File: src/rtl/dram_access_arbiter.sv
// Two-port round-robin arbiter and sequencer for the data DRAM.
// Checks range/alignment, drives the DRAM for one cycle, returns one response.
//
// Ports:
//   clk, rst_n                 clock, async active-low reset
//   req*/addr*/wdata*/we*      per-port request and payload
//   width*/sign*               access size and load sign extension
//   gnt*, rvalid*              one-cycle accept / response pulses
//   rdata, err                 shared response data and error
//   mem_*                      registered DRAM command outputs
//   mem_rdata, mem_write_error DRAM read data and write range flag
module dram_access_arbiter #(
    parameter logic [31:0] BASE   = 32'h10010000,
    parameter int unsigned LENGTH = 1024
) (
    input  logic        clk,
    input  logic        rst_n,
    input  logic        req0,
    input  logic        req1,
    input  logic [31:0] addr0,
    input  logic [31:0] addr1,
    input  logic [31:0] wdata0,
    input  logic [31:0] wdata1,
    input  logic        we0,
    input  logic        we1,
    input  logic [1:0]  width0,
    input  logic [1:0]  width1,
    input  logic        sign0,
    input  logic        sign1,
    output logic        gnt0,
    output logic        gnt1,
    output logic        rvalid0,
    output logic        rvalid1,
    output logic [31:0] rdata,
    output logic        err,
    output logic        mem_ena,
    output logic [31:0] mem_addr,
    output logic [31:0] mem_wdata,
    output logic        mem_we,
    output logic [1:0]  mem_width,
    output logic        mem_sign,
    input  logic [31:0] mem_rdata,
    input  logic        mem_write_error
);

    typedef enum logic [1:0] {IDLE, ACCESS, RESP} state_t;

    state_t      state_q, state_d;
    logic        last_q;
    logic        owner_q;
    logic        we_q;
    logic        cerr_q;

    logic        arb;
    logic        pick;
    logic [31:0] sel_addr;
    logic [31:0] sel_wdata;
    logic        sel_we;
    logic [1:0]  sel_width;
    logic        sel_sign;
    logic        sel_err;

    function automatic logic access_err(input logic [31:0] a,
                                        input logic [1:0]  w);
        logic [32:0] n;
        logic [32:0] off;
        logic        range_e;
        logic        align_e;
        n       = w[1] ? 33'd4 : (w[0] ? 33'd2 : 33'd1);
        off     = {1'b0, a} - {1'b0, BASE};
        range_e = (a < BASE) || ((off + n) > 33'(LENGTH));
        align_e = (w[1] && (a[1:0] != 2'b00)) ||
                  (!w[1] && w[0] && a[0]);
        return range_e || align_e;
    endfunction

    // The check runs on the winner's payload at the sampling edge so that
    // mem_ena can itself be a register; the verdict is kept in cerr_q.
    always_comb begin
        state_d   = state_q;
        arb       = 1'b0;
        pick      = (req0 && req1) ? ~last_q : req1;
        sel_addr  = pick ? addr1  : addr0;
        sel_wdata = pick ? wdata1 : wdata0;
        sel_we    = pick ? we1    : we0;
        sel_width = pick ? width1 : width0;
        sel_sign  = pick ? sign1  : sign0;
        sel_err   = access_err(sel_addr, sel_width);
        unique case (state_q)
            IDLE: begin
                if (req0 || req1) begin
                    arb     = 1'b1;
                    state_d = ACCESS;
                end
            end
            ACCESS: state_d = RESP;
            RESP: begin
                if (req0 || req1) begin
                    arb     = 1'b1;
                    state_d = ACCESS;
                end else begin
                    state_d = IDLE;
                end
            end
            default: state_d = IDLE;
        endcase
    end

    always_ff @(posedge clk or negedge rst_n) begin
        if (!rst_n) begin
            state_q   <= IDLE;
            last_q    <= 1'b1;
            owner_q   <= 1'b0;
            we_q      <= 1'b0;
            cerr_q    <= 1'b0;
            gnt0      <= 1'b0;
            gnt1      <= 1'b0;
            rvalid0   <= 1'b0;
            rvalid1   <= 1'b0;
            rdata     <= 32'h0;
            err       <= 1'b0;
            mem_ena   <= 1'b0;
            mem_we    <= 1'b0;
            mem_addr  <= 32'h0;
            mem_wdata <= 32'h0;
            mem_width <= 2'b00;
            mem_sign  <= 1'b0;
        end else begin
            state_q <= state_d;
            gnt0    <= 1'b0;
            gnt1    <= 1'b0;
            rvalid0 <= 1'b0;
            rvalid1 <= 1'b0;
            mem_ena <= 1'b0;
            mem_we  <= 1'b0;
            if (arb) begin
                owner_q   <= pick;
                last_q    <= pick;
                gnt0      <= ~pick;
                gnt1      <= pick;
                we_q      <= sel_we;
                cerr_q    <= sel_err;
                mem_addr  <= sel_addr;
                mem_wdata <= sel_wdata;
                mem_width <= sel_width;
                mem_sign  <= sel_sign;
                mem_ena   <= ~sel_err;
                mem_we    <= sel_we & ~sel_err;
            end
            if (state_q == ACCESS) begin
                rvalid0 <= ~owner_q;
                rvalid1 <= owner_q;
                err     <= cerr_q | (we_q & mem_write_error);
                rdata   <= (cerr_q || we_q) ? 32'h0 : mem_rdata;
            end
        end
    end

endmodule

File: config.mk
export PLATFORM = sky130hd
export DESIGN_NAME = dram_access_arbiter
export DESIGN_NICKNAME = d
export VERILOG_FILES = /design/src/rtl/dram_access_arbiter.sv
export SDC_FILE = /design/constraint.sdc
export NUM_CORES = 1
export LEC_CHECK = 0
export CORE_MARGIN = 2
export CORE_UTILIZATION = 45
export DETAILED_ROUTE_END_ITERATION = 6
export PLACE_DENSITY = 0.87
export SLEW_MARGIN = 20
export SYNTH_ARGS = -nofsm -noshare
export SYNTH_HDL_FRONTEND = slang
export SYNTH_SLANG_ARGS = --single-unit
export TNS_END_PERCENT = 100
File: constraint.sdc
create_clock -name clk -period 11.1 [get_ports clk]
set_clock_uncertainty 0.05 [all_clocks]
set_input_delay 1.11 -clock clk [delete_from_list [all_inputs] [get_ports clk]]
set_output_delay 1.11 -clock clk [all_outputs]
set_load 0.02 [all_outputs]
## Word level (Yosys, flattened, before mapping)

Cells that the tools add are included.

- Register bits: 112
- Input bits: 173

- Add/sub/neg operators: 2
- $lt $le $gt $ge: 2
- Equality and inequality tests: 3
- Mux-type cells: 20
- Bitwise operators: 7
- Reductions and logical operators: 13

Operators by type and width:

| kind | count |
|---|---|
| $mux W32 | 3 |
| $add A33 B3 Y33 | 1 |
| $gt A33 B11 Y1 const B | 1 |
| $sub A32 B29 Y33 const B | 1 |
| $lt A32 B29 Y1 const B | 1 |
| $mux W1 | 12 |
| $mux W2 | 3 |
| $pmux W2 S3 | 1 |
| $logic_or A1 B1 Y1 | 5 |
| $logic_and A1 B1 Y1 | 4 |
| $not A1 Y1 | 4 |
| $mux W3 | 1 |
| $and A1 B1 Y1 | 2 |
| $eq A2 B1 Y1 const B | 1 |
| $eq A2 B2 Y1 const B | 1 |
| $logic_not A2 Y1 | 1 |
| $ne A2 B2 Y1 const B | 1 |
| $reduce_bool A2 Y1 | 1 |
| $reduce_or A2 Y1 | 1 |
| $logic_not A1 Y1 | 1 |
| $or A1 B1 Y1 | 1 |

## Logic depth before layout (Yosys ltp)

Gate-level depths: netlist of the first run.

- Depth after elaboration: 12
- Gate-level depth with buffers: 17

## Least setup slack after synthesis of the first run

Ideal clock, no wire load.

- Path type: input port to flip-flop
- Start: input port req1
- End: register cerr_q
- Setup time: 149 ps
- Arrival time: 4844 ps
- Required time: 10901 ps
- Path slack: 6057 ps
- Stages on the path: 17
- Path buffers: 5
- Cell sequence: a21boi_2 -> buf_6 -> clkbuf_1 -> clkbuf_1 -> clkbuf_1 -> clkbuf_1 -> nand2_1 -> nand2_1 -> ha_1 -> and3_1 -> nor2_1 -> o32a_1 -> or2_2 -> or4b_1 -> a31oi_1 -> and4b_1 -> a41oi_1

RTL lines:

| item | line | source |
|---|---|---|
| start: declaration | 19 | `input logic req1,` |
| $logic_and A1 B1 Y1 | 82 | `pick = (req0 && req1) ? ~last_q : req1;` |
| $mux W1 (*) | 82 |  |
| $mux W32 (*) | 83 | `sel_addr = pick ? addr1 : addr0;` |
| via sel_addr[1] | 56 | `logic [31:0] sel_addr;` |
| $sub A32 B29 Y33 | 70 | `off = {1'b0, a} - {1'b0, BASE};` |
| $add A33 B3 Y33 | 71 | `range_e = (a < BASE) \|\| ((off + n) > 33'(LENGTH));` |
| $gt A33 B11 Y1 | 71 |  |
| $logic_or A1 B1 Y1 | 71 |  |
| $logic_or A1 B1 Y1 (*) | 74 | `return range_e \|\| align_e;` |
| end signal: assignment | 142 | `cerr_q <= sel_err;` |
| end: declaration | 52 | `logic cerr_q;` |

Mark *: on every way through the listed nets, which the timed path passes. The rest lies on a longest branch.
A chain may end at the register's enable or synchronous reset.

## Worst setup path in the final report of the first run

- Start: input port req0
- End: register cerr_q

- Longest elaborated chain between the ends: 9

Ends and longest elaborated chain:

| item | line | source |
|---|---|---|
| start: declaration | 18 | `input logic req0,` |
| parallel branches: the longest is 9 deep, another holds $sub A32 B29 Y33 | - |  |

Parallel ways; which one is timed is not known.

==> reports/summary.md, run 1 <==
## Routing
- total number of vias: 6293
- count of routing violations after the opening detailed-route iteration: 806
- detailed-routing iteration count for the pre-antenna-repair pass: 7
- wire length per cell: 21.35 um
- Routed WL: 22.35 mm
- via density per instance: 6.011
- count of unresolved DRC violations after routing: 14
- number of nets with antenna violations after detailed routing: 0

## Clock tree
- Max Buffers Root-to-Sink: 2
- number of post-CTS setup repair buffers: 0
- clock input transition at the sequential cells of the worst setup and hold paths: 70 ps
- clock tree from TritonCTS: done
- clock network latency to the later pin of the worst-skew pair: 350 ps
- post-CTS resize count: 0
- root buffer cell: clkbuf_16
- Clock H-tree levels: 3
- number of buffers created by CTS: 9
- clock sink total: 112
- number of buffers inserted by hold repair at cts: 0

## Place
- placed wire-length estimate: 17.06 mm
- instance area after placement: 0.008821 mm^2
- count of buffers from port buffering: 278
- minimum setup slack after placement: 5821 ps
- weighted congestion at the end of routability-driven global placement: 0.9843

## Timing
- slew at the pin with the worst max-slew slack: 1023 ps
- timing-limited maximum frequency: 203.5 MHz
- number of endpoints failing setup at the final stage: 0
- part of the cycle the worst path needs: 44.27%
- final worst-path setup slack: 6186 ps
- setup repair after global routing missed its margin: no
- count of final hold-check violations: 0
- worst slack on hold paths: 366.4 ps
- final critical-path required period: 4914 ps
- Rel. slew slack: 31.35%
- Setup TNS: 0 ps
- final slew viol count: 0

## Cells and area
- number of nets in the layout: 1046
- most common library cell in the layout ignoring fill and taps: clkdlybuf4s50_1
- highest-count cells in the layout ignoring fill and taps: 277 x clkdlybuf4s50_1, 111 x dfrtp_1, 81 x nand2_1
- layout cells sized above 1: 5.492%
- summed area of non-filler cells in the final layout: 0.009136 mm^2
- Syn-to-layout area delta: 54.08%

## GRT
- first-pass GRT wire length: 34.34 mm
- vias in the first global route: 6141
- Tot GR Track Use: 30.95%
- largest net degree at the start of global routing: 87
- total global routing overflow: 0
- initial antenna violation count: 1

## Yosys
- synthesis-stage register bit count: 112
- part of the Yosys area used for sequential elements: 47.29%
- proportion of synthesized flip-flops having asynchronous set or reset: 100.0%
- netlist area before placement: 0.005929 mm^2
- mean instance size in the synthesized netlist: 9.704 um^2
- warnings from Yosys: 0
- most common flop cell mapped by yosys: dfrtp_1
- count of flip-flops with a built-in enable after synthesis: 0
- number of instances in the synthesized netlist: 611
- Syn Nets: 788
- unique cell type count in the Yosys netlist: 73

## Min path
- path category of the worst min-delay check: register to register
- number of cells traversed by the worst hold path: 1

## Pwr
- worst vdd rail ir drop: 89.44 uV
- leak pwr: 3.878 nW
- total power divided by cell area: 142.9 mW/mm^2

## Setup path
- Critical Path End Type: register
- critical path data required time: 11250 ps
- Worst Path Arrival: 5060 ps
- worst-path fanout max: 52
- sort of element at the start of the critical path: primary input
- Setup Crit Path Kind: primary input to register
- Worst R2R Path Depth: 13

## Outcome
- failing checks: design-rule violations
- run status: finished with violations

## Die
- floorplan die width: 118.8 um
- initial standard-cell utilization of the core: 46.61%
- die span in y: 118.8 um
- top-level port count: 279
- Floorplan Core Area: 0.01272 mm^2
- num rows: 41
- DIE AREA: 0.01411 mm^2

## Flow run
- count of max-cap constraint violations: 0

==> power breakdown <==
group	switching (mW)	internal [mW]	total (mW)
clock	0.147	0.199	0.346
combinational	0.243	0.213	0.456
sequential	0.0361	0.468	0.504
total	0.426	0.880	1.31
==> cell type report <==
type	instances	area [um^2]
diodes	1	2.502
clock inverters	3	68.82
well taps	172	215.2
flip-flops and latches	112	2804
multi-input cells	422	2819
fillers	985	3586
repair buffers	286	2844
clock buffers	13	240.2
inverters	38	142.6
==> per-stage QoR <==
stage | total power, mW | utilization (%) | instances
global placement | 0.9495 | 69.34 | 1030
finish | 1.305 | 71.81 | 1047
floorplan | 0.7169 | - | 611
global route | 1.359 | 71.81 | 1047
CTS | 1.307 | 71.76 | 1046
detailed placement | 0.9629 | 69.34 | 1030
==> cells by family after synthesis <==
kind of cell    Yosys count  share of synthesized area, %
compound gates          183                         23.85
xor+xnor                  9                         1.329
fa+ha+maj                 6                         1.308
buf+inv                  77                         5.381
flops                   112                         47.29
mux                      24                         4.284
simple gates            200                         16.56
==> layer usage <==
layer | wire length [um] | track usage [%]
met5 | 0 | 0
met4 | 700 | 11.76
met3 | 1703 | 6.612
met2 | 11010 | 52.05
met1 | 8936 | 39.02
==> cells in the mapped netlist (4+ instances only) <==
cell	count	area [um^2]
dfrtp_1	111	2778
nand2_1	81	304.0
nor2_1	41	153.9
inv_1	38	142.6
a222oi_1	33	330.3
a22o_1	33	289.0
clkbuf_1	30	112.6
o21ai_0	28	140.1
a31oi_1	25	156.4
mux2i_1	20	200.2
nor3_1	17	85.08
a21oi_1	14	70.07
nand3_1	10	50.05
nand4_1	7	43.79
xor2_1	6	52.55
a21o_1	5	37.54
and4_1	5	43.79
nor4_1	5	31.28
or4_1	5	37.54
and3_1	4	25.02
buf_1	4	15.01
o31ai_1	4	30.03
or2_2	4	25.02
or3_1	4	25.02
==> sequential cells by signal, summed over array words and instances (netlist names), 2 cells and up <==
| name | count |
|---|---|
| rdata | 32 |
| mem_width | 2 |
| mem_addr | 32 |
| mem_wdata | 32 |
| state_q | 2 |
==> final timing paths <==
check,end,start,slack [ps]
worst min-delay path,rvalid0,owner_q,370
worst max-delay path,cerr_q,req0,6190
worst min register to register,rvalid0,owner_q,370
worst max register to register,cerr_q,last_q,6930
min in group asynchronous,mem_wdata[4],rst_n,600
max in group asynchronous,rdata[20],rst_n,9310
==> critical path, stage by stage <==
cell             delay, ps
clkdlybuf4s50_1        550
a21bo_2                150
buf_4                  500
mux2i_1                280
nor2_1                 100
ha_1                   290
and3_1                 210
nor2_1                 390
o32a_1                 390
or2_2                  170
or4b_1                 430
a31oi_1                130
and4b_1                250
a41oi_1                100
Note: power is estimated with default switching activity, not from simulation.
==> inputs of run 2 (changes only) <==
--- a/config.mk
+++ b/config.mk
@@ -6,9 +6,9 @@
 export NUM_CORES = 1
 export LEC_CHECK = 0
 export CORE_MARGIN = 2
-export CORE_UTILIZATION = 45
+export CORE_UTILIZATION = 42
 export DETAILED_ROUTE_END_ITERATION = 6
-export PLACE_DENSITY = 0.87
+export PLACE_DENSITY = 0.82
 export SLEW_MARGIN = 20
 export SYNTH_ARGS = -nofsm -noshare
 export SYNTH_HDL_FRONTEND = slang
==> constraint.sdc (replaced) <==
create_clock -name clk -period 5 [get_ports clk]
set_clock_uncertainty 0.05 [all_clocks]
set_input_delay 0.5 -clock clk [delete_from_list [all_inputs] [get_ports clk]]
set_output_delay 0.5 -clock clk [all_outputs]
set_load 0.02 [all_outputs]
==> reports/summary.md, run 2 (same netlist as run 1, synthesis figures left out) <==
## Outcome
- run status: finished clean

## Cells and area
- highest-count cells in the layout ignoring fill and taps: 277 x clkdlybuf4s50_1, 111 x dfrtp_1, 81 x nand2_1
- number of nets in the layout: 1047
- non-filler cells, final: 1055
- layout cells sized above 1: 5.950%
- summed area of non-filler cells in the final layout: 0.009114 mm^2
- most common library cell in the layout ignoring fill and taps: clkdlybuf4s50_1
- Syn-to-layout area delta: 53.70%
- top flop regs: mem_addr (32), mem_wdata (32), rdata (32)

## Die
- initial standard-cell utilization of the core: 42.88%
- Floorplan Core Area: 0.01383 mm^2
- floorplan die width: 122.8 um
- die span in y: 122.8 um
- top-level port count: 279
- num rows: 43
- DIE AREA: 0.01508 mm^2

## Setup path
- critical path buffer and inverter count: 1
- Critical Path End Type: register
- Worst Setup EP: cerr_q
- sequence of cells on the critical path: clkdlybuf4s50_1 > a21bo_2 > mux2i_1 > nor2_1 > ha_1 > and3_1 > nor2_1 > o32a_1 > or2_2 > or4b_1 > a31oi_1 > and4b_1 > a41oi_1
- worst-path fanout max: 19
- number of logic stages on the critical path including buffering: 13
- cell type group with the largest total delay on the critical path: simple AND/OR/NAND/NOR gates
- Setup Crit Path Kind: primary input to register
- startpoint of the most critical register-to-register path: last_q
- R2R Setup Slk: 1060 ps
- Worst R2R Path Depth: 12
- crit-path max cell delay: 550 ps
- library cell contributing the largest single delay on the critical path: clkdlybuf4s50_1
- sort of element at the start of the critical path: primary input
- Top cell by count, worst path: nor2_1
- endpoint of the worst register-to-register path: cerr_q
- CP startpoint: req0
- Worst Path Arrival: 4240 ps
- critical path data required time: 5150 ps

## Routing
- detailed-routing iteration count for the pre-antenna-repair pass: 6
- total number of vias: 6175
- Routed WL: 20.97 mm
- wire length per cell: 19.88 um
- number of nets with antenna violations after detailed routing: 0
- count of routing violations after the opening detailed-route iteration: 548
- via density per instance: 5.853
- count of unresolved DRC violations after routing: 0

## Timing
- Rel. slew slack: 27.95%
- setup repair after global routing missed its margin: no
- part of the cycle the worst path needs: 81.74%
- number of endpoints failing setup at the final stage: 0
- Setup TNS: 0 ps
- slew at the pin with the worst max-slew slack: 1080 ps
- final slew viol count: 0
- final critical-path required period: 4087 ps
- timing-limited maximum frequency: 244.7 MHz
- worst slack on hold paths: 222.3 ps
- count of final hold-check violations: 0

## GRT
- Tot GR Track Use: 26.98%
- largest net degree at the start of global routing: 73
- vias in the first global route: 5811
- initial antenna violation count: 0
- first-pass GRT wire length: 31.33 mm
- total global routing overflow: 0

## Flow run
- count of max-cap constraint violations: 0

## Pwr
- total power divided by cell area: 306.1 mW/mm^2
- worst vdd rail ir drop: 170.0 uV
- leak pwr: 3.869 nW

## Clock tree
- post-CTS resize count: 0
- number of buffers inserted by hold repair at cts: 0
- Max Buffers Root-to-Sink: 2
- root buffer cell: clkbuf_16
- number of buffers created by CTS: 9
- clock network latency to the later pin of the worst-skew pair: 350 ps
- clock sink total: 112
- clock tree from TritonCTS: done
- number of post-CTS setup repair buffers: 0
- Clock H-tree levels: 3
- clock input transition at the sequential cells of the worst setup and hold paths: 70 ps

## Place
- weighted congestion at the end of routability-driven global placement: 1.012
- instance area after placement: 0.008838 mm^2
- count of buffers from port buffering: 278
- placed wire-length estimate: 16.01 mm
- number of placed instances, taps included: 1039

## Min path
- path category of the worst min-delay check: primary input to async pin

## run 2: worst min path at each step
stage / end / cells after the start / slack (ps)
after floorplan: cerr_q / 0 / 150
after global placement: rvalid0 / 1 / 370
after detailed placement: rvalid0 / 1 / 370
after CTS: mem_wdata[10] / 1 / 260
after global routing: mem_wdata[10] / 1 / 290
final: mem_wdata[15] / 1 / 220
## run 2: where the power goes
part	internal, mW	switching [mW]	total [mW]	leakage (nW)
clock	0.351	0.327	0.679	0.132
combinational	0.473	0.528	1.00	2.33
sequential	1.04	0.0731	1.11	1.41
## run 2: routing by layer
layer	vias to the layer above	global-route usage, %	wire length [um]
met5	-	0	0
met4	0	11.21	837
met3	64	7.900	2046
met2	346	44.89	10030
met1	2936	32.59	8054
li1	2829	-	-
## run 2: final cells by class
cell class,instances,area (um^2)
fill,1108,4713
clock buffer,11,242.7
antenna,1,2.502
inverter,38,142.6
sequential,112,2804
tap,180,225.2
multi-input combinational,422,2819
clock inverter,4,30.03
timing repair buffer,287,2848
## run 2: through the flow
step	util, %	setup slack [ps]	total power [mW]
after floorplan	-	567.0	1.592
after global placement	63.92	742.2	2.111
after detailed placement	63.92	586.5	2.127
after CTS	65.89	951.3	2.804
after global routing	65.89	727.7	2.926
final	65.91	913.0	2.790
==> inputs of run 3 (changes only) <==
--- a/config.mk
+++ b/config.mk
@@ -6,9 +6,9 @@
 export NUM_CORES = 1
 export LEC_CHECK = 0
 export CORE_MARGIN = 2
-export CORE_UTILIZATION = 42
+export CORE_UTILIZATION = 38
 export DETAILED_ROUTE_END_ITERATION = 6
-export PLACE_DENSITY = 0.82
+export PLACE_DENSITY = 0.78
 export SLEW_MARGIN = 20
 export SYNTH_ARGS = -nofsm -noshare
 export SYNTH_HDL_FRONTEND = slang
==> constraint.sdc (replaced) <==
create_clock -name clk -period 3.4 [get_ports clk]
set_clock_uncertainty 0.05 [all_clocks]
set_input_delay 0.34 -clock clk [delete_from_list [all_inputs] [get_ports clk]]
set_output_delay 0.34 -clock clk [all_outputs]
set_load 0.02 [all_outputs]
==> reports/summary.md, run 3 (same netlist as run 1, synthesis figures left out) <==
## Flow run
- count of max-cap constraint violations: 0

## Routing
- total number of vias: 6361
- detailed-routing iteration count for the pre-antenna-repair pass: 7
- number of nets with antenna violations after detailed routing: 0
- Routed WL: 22.23 mm
- count of routing violations after the opening detailed-route iteration: 541
- via density per instance: 5.679
- count of unresolved DRC violations after routing: 24
- wire length per cell: 19.85 um

## Timing
- part of the cycle the worst path needs: 96.37%
- Setup TNS: 0 ps
- Rel. slew slack: 49.82%
- final worst-path setup slack: 123.5 ps
- final slew viol count: 0
- number of endpoints failing setup at the final stage: 0
- final critical-path required period: 3277 ps
- timing-limited maximum frequency: 305.2 MHz
- count of final hold-check violations: 4
- setup repair after global routing missed its margin: yes
- worst slack on hold paths: -11.03 ps
- slew at the pin with the worst max-slew slack: 752.7 ps

## Setup path
- Worst Path Arrival: 3520 ps
- R2R Setup Slk: 120 ps
- endpoint of the worst register-to-register path: mem_ena
- sort of element at the start of the critical path: register
- Worst R2R Path Depth: 12
- startpoint of the most critical register-to-register path: last_q
- critical path data required time: 3640 ps
- Critical Path End Type: register
- worst-path fanout max: 8
- Setup Crit Path Kind: register to register

## Cells and area
- register area: 0.002804 mm^2
- highest-count cells in the layout ignoring fill and taps: 277 x clkdlybuf4s50_1, 111 x dfrtp_1, 79 x nand2_1
- non-filler cells, final: 1120
- Syn-to-layout area delta: 63.60%
- layout cells sized above 1: 13.09%
- number of nets in the layout: 1104
- n_diodes: 0
- top flop regs: mem_addr (32), mem_wdata (32), rdata (32)
- most common library cell in the layout ignoring fill and taps: clkdlybuf4s50_1
- multi-input logic area: 0.002892 mm^2
- count of filler cells inserted in the layout: 1252

## Clock tree
- clock network latency to the later pin of the worst-skew pair: 350 ps
- clock input transition at the sequential cells of the worst setup and hold paths: 80 ps
- number of buffers inserted by hold repair at cts: 0
- number of buffers created by CTS: 9
- Clock H-tree levels: 3
- clock sink total: 112
- Max Buffers Root-to-Sink: 2
- clock tree from TritonCTS: done
- root buffer cell: clkbuf_16

## GRT
- first-pass GRT wire length: 32.98 mm
- Tot GR Track Use: 25.69%
- initial antenna violation count: 0
- vias in the first global route: 6062
- total global routing overflow: 0
- largest net degree at the start of global routing: 70

## Die
- initial standard-cell utilization of the core: 39.00%
- floorplan die width: 128.9 um
- top-level port count: 279
- die span in y: 128.9 um
- DIE AREA: 0.01662 mm^2
- Floorplan Core Area: 0.01520 mm^2
- num rows: 45

## Outcome
- failing checks: design-rule violations, negative hold slack
- run status: finished with violations

## Pwr
- worst vdd rail ir drop: 268.0 uV
- total power: 4.352 mW
- leak pwr: 4.175 nW
- total power divided by cell area: 448.7 mW/mm^2

## Min path
- path category of the worst min-delay check: primary input to async pin

## Place
- weighted congestion at the end of routability-driven global placement: 0.9916
- minimum setup slack after placement: -276.3 ps
- placed wire-length estimate: 17.00 mm
- count of buffers from port buffering: 278
- number of placed instances, taps included: 1103

run 3: through the flow:
stage,instance area [um^2],hold slack [ps],util (%)
finish,9701,-11.03,63.81
global route,9701,41.26,63.81
global placement,9340,358.7,61.44
floorplan,6041,-5.591,-
detailed placement,9340,361.3,61.44
CTS,9673,13.83,63.63
run 3: worst max-delay path by stage:
stage	from	depth (start not counted)	end
2_1_floorplan	last_q	16	cerr_q
3_3_place_gp	req1	13	cerr_q
3_5_place_dp	req1	14	cerr_q
4_1_cts	last_q	12	cerr_q
5_1_grt	last_q	12	mem_we
6_report	last_q	12	mem_ena
run 3: worst max-delay path, stage by stage (launching register included):
cell	delay, ps
dfstp_2	580
a21bo_4	190
mux2i_2	260
nor2_2	70
ha_1	310
and3_4	170
or2_2	320
o311ai_1	280
and4_1	240
a221oi_1	100
nor4_1	280
buf_4	180
and4_1	160
run 3: cell type report:
cell class                 count  share of cell area, %
multi-input combinational    422                  29.81
clock buffer                   9                  2.322
inverter                      38                  1.470
clock inverter                 7                  1.045
timing repair buffer         344                  34.03
sequential                   112                  28.90
tap                          188                  2.425
run 3: where the power goes:
part,leakage (nW),switching (mW),internal (mW)
sequential,1.41,0.113,1.52
clock,0.156,0.542,0.598
combinational,2.61,0.812,0.763
run 3: layer usage:
layer,routed length [um],global-route usage (%)
met2,10610,42.23
met4,833,10.68
met1,8854,32.06
met3,1934,6.944
met5,0,0
run 3: repair_timing:
| item | in CTS | in global routing |
|---|---|---|
| setup endpoints to repair | 3 | 3 |
| buffers inserted | 0 | 1 |
| gates resized for setup | 2 | 4 |
| pin swaps | 0 | 11 |
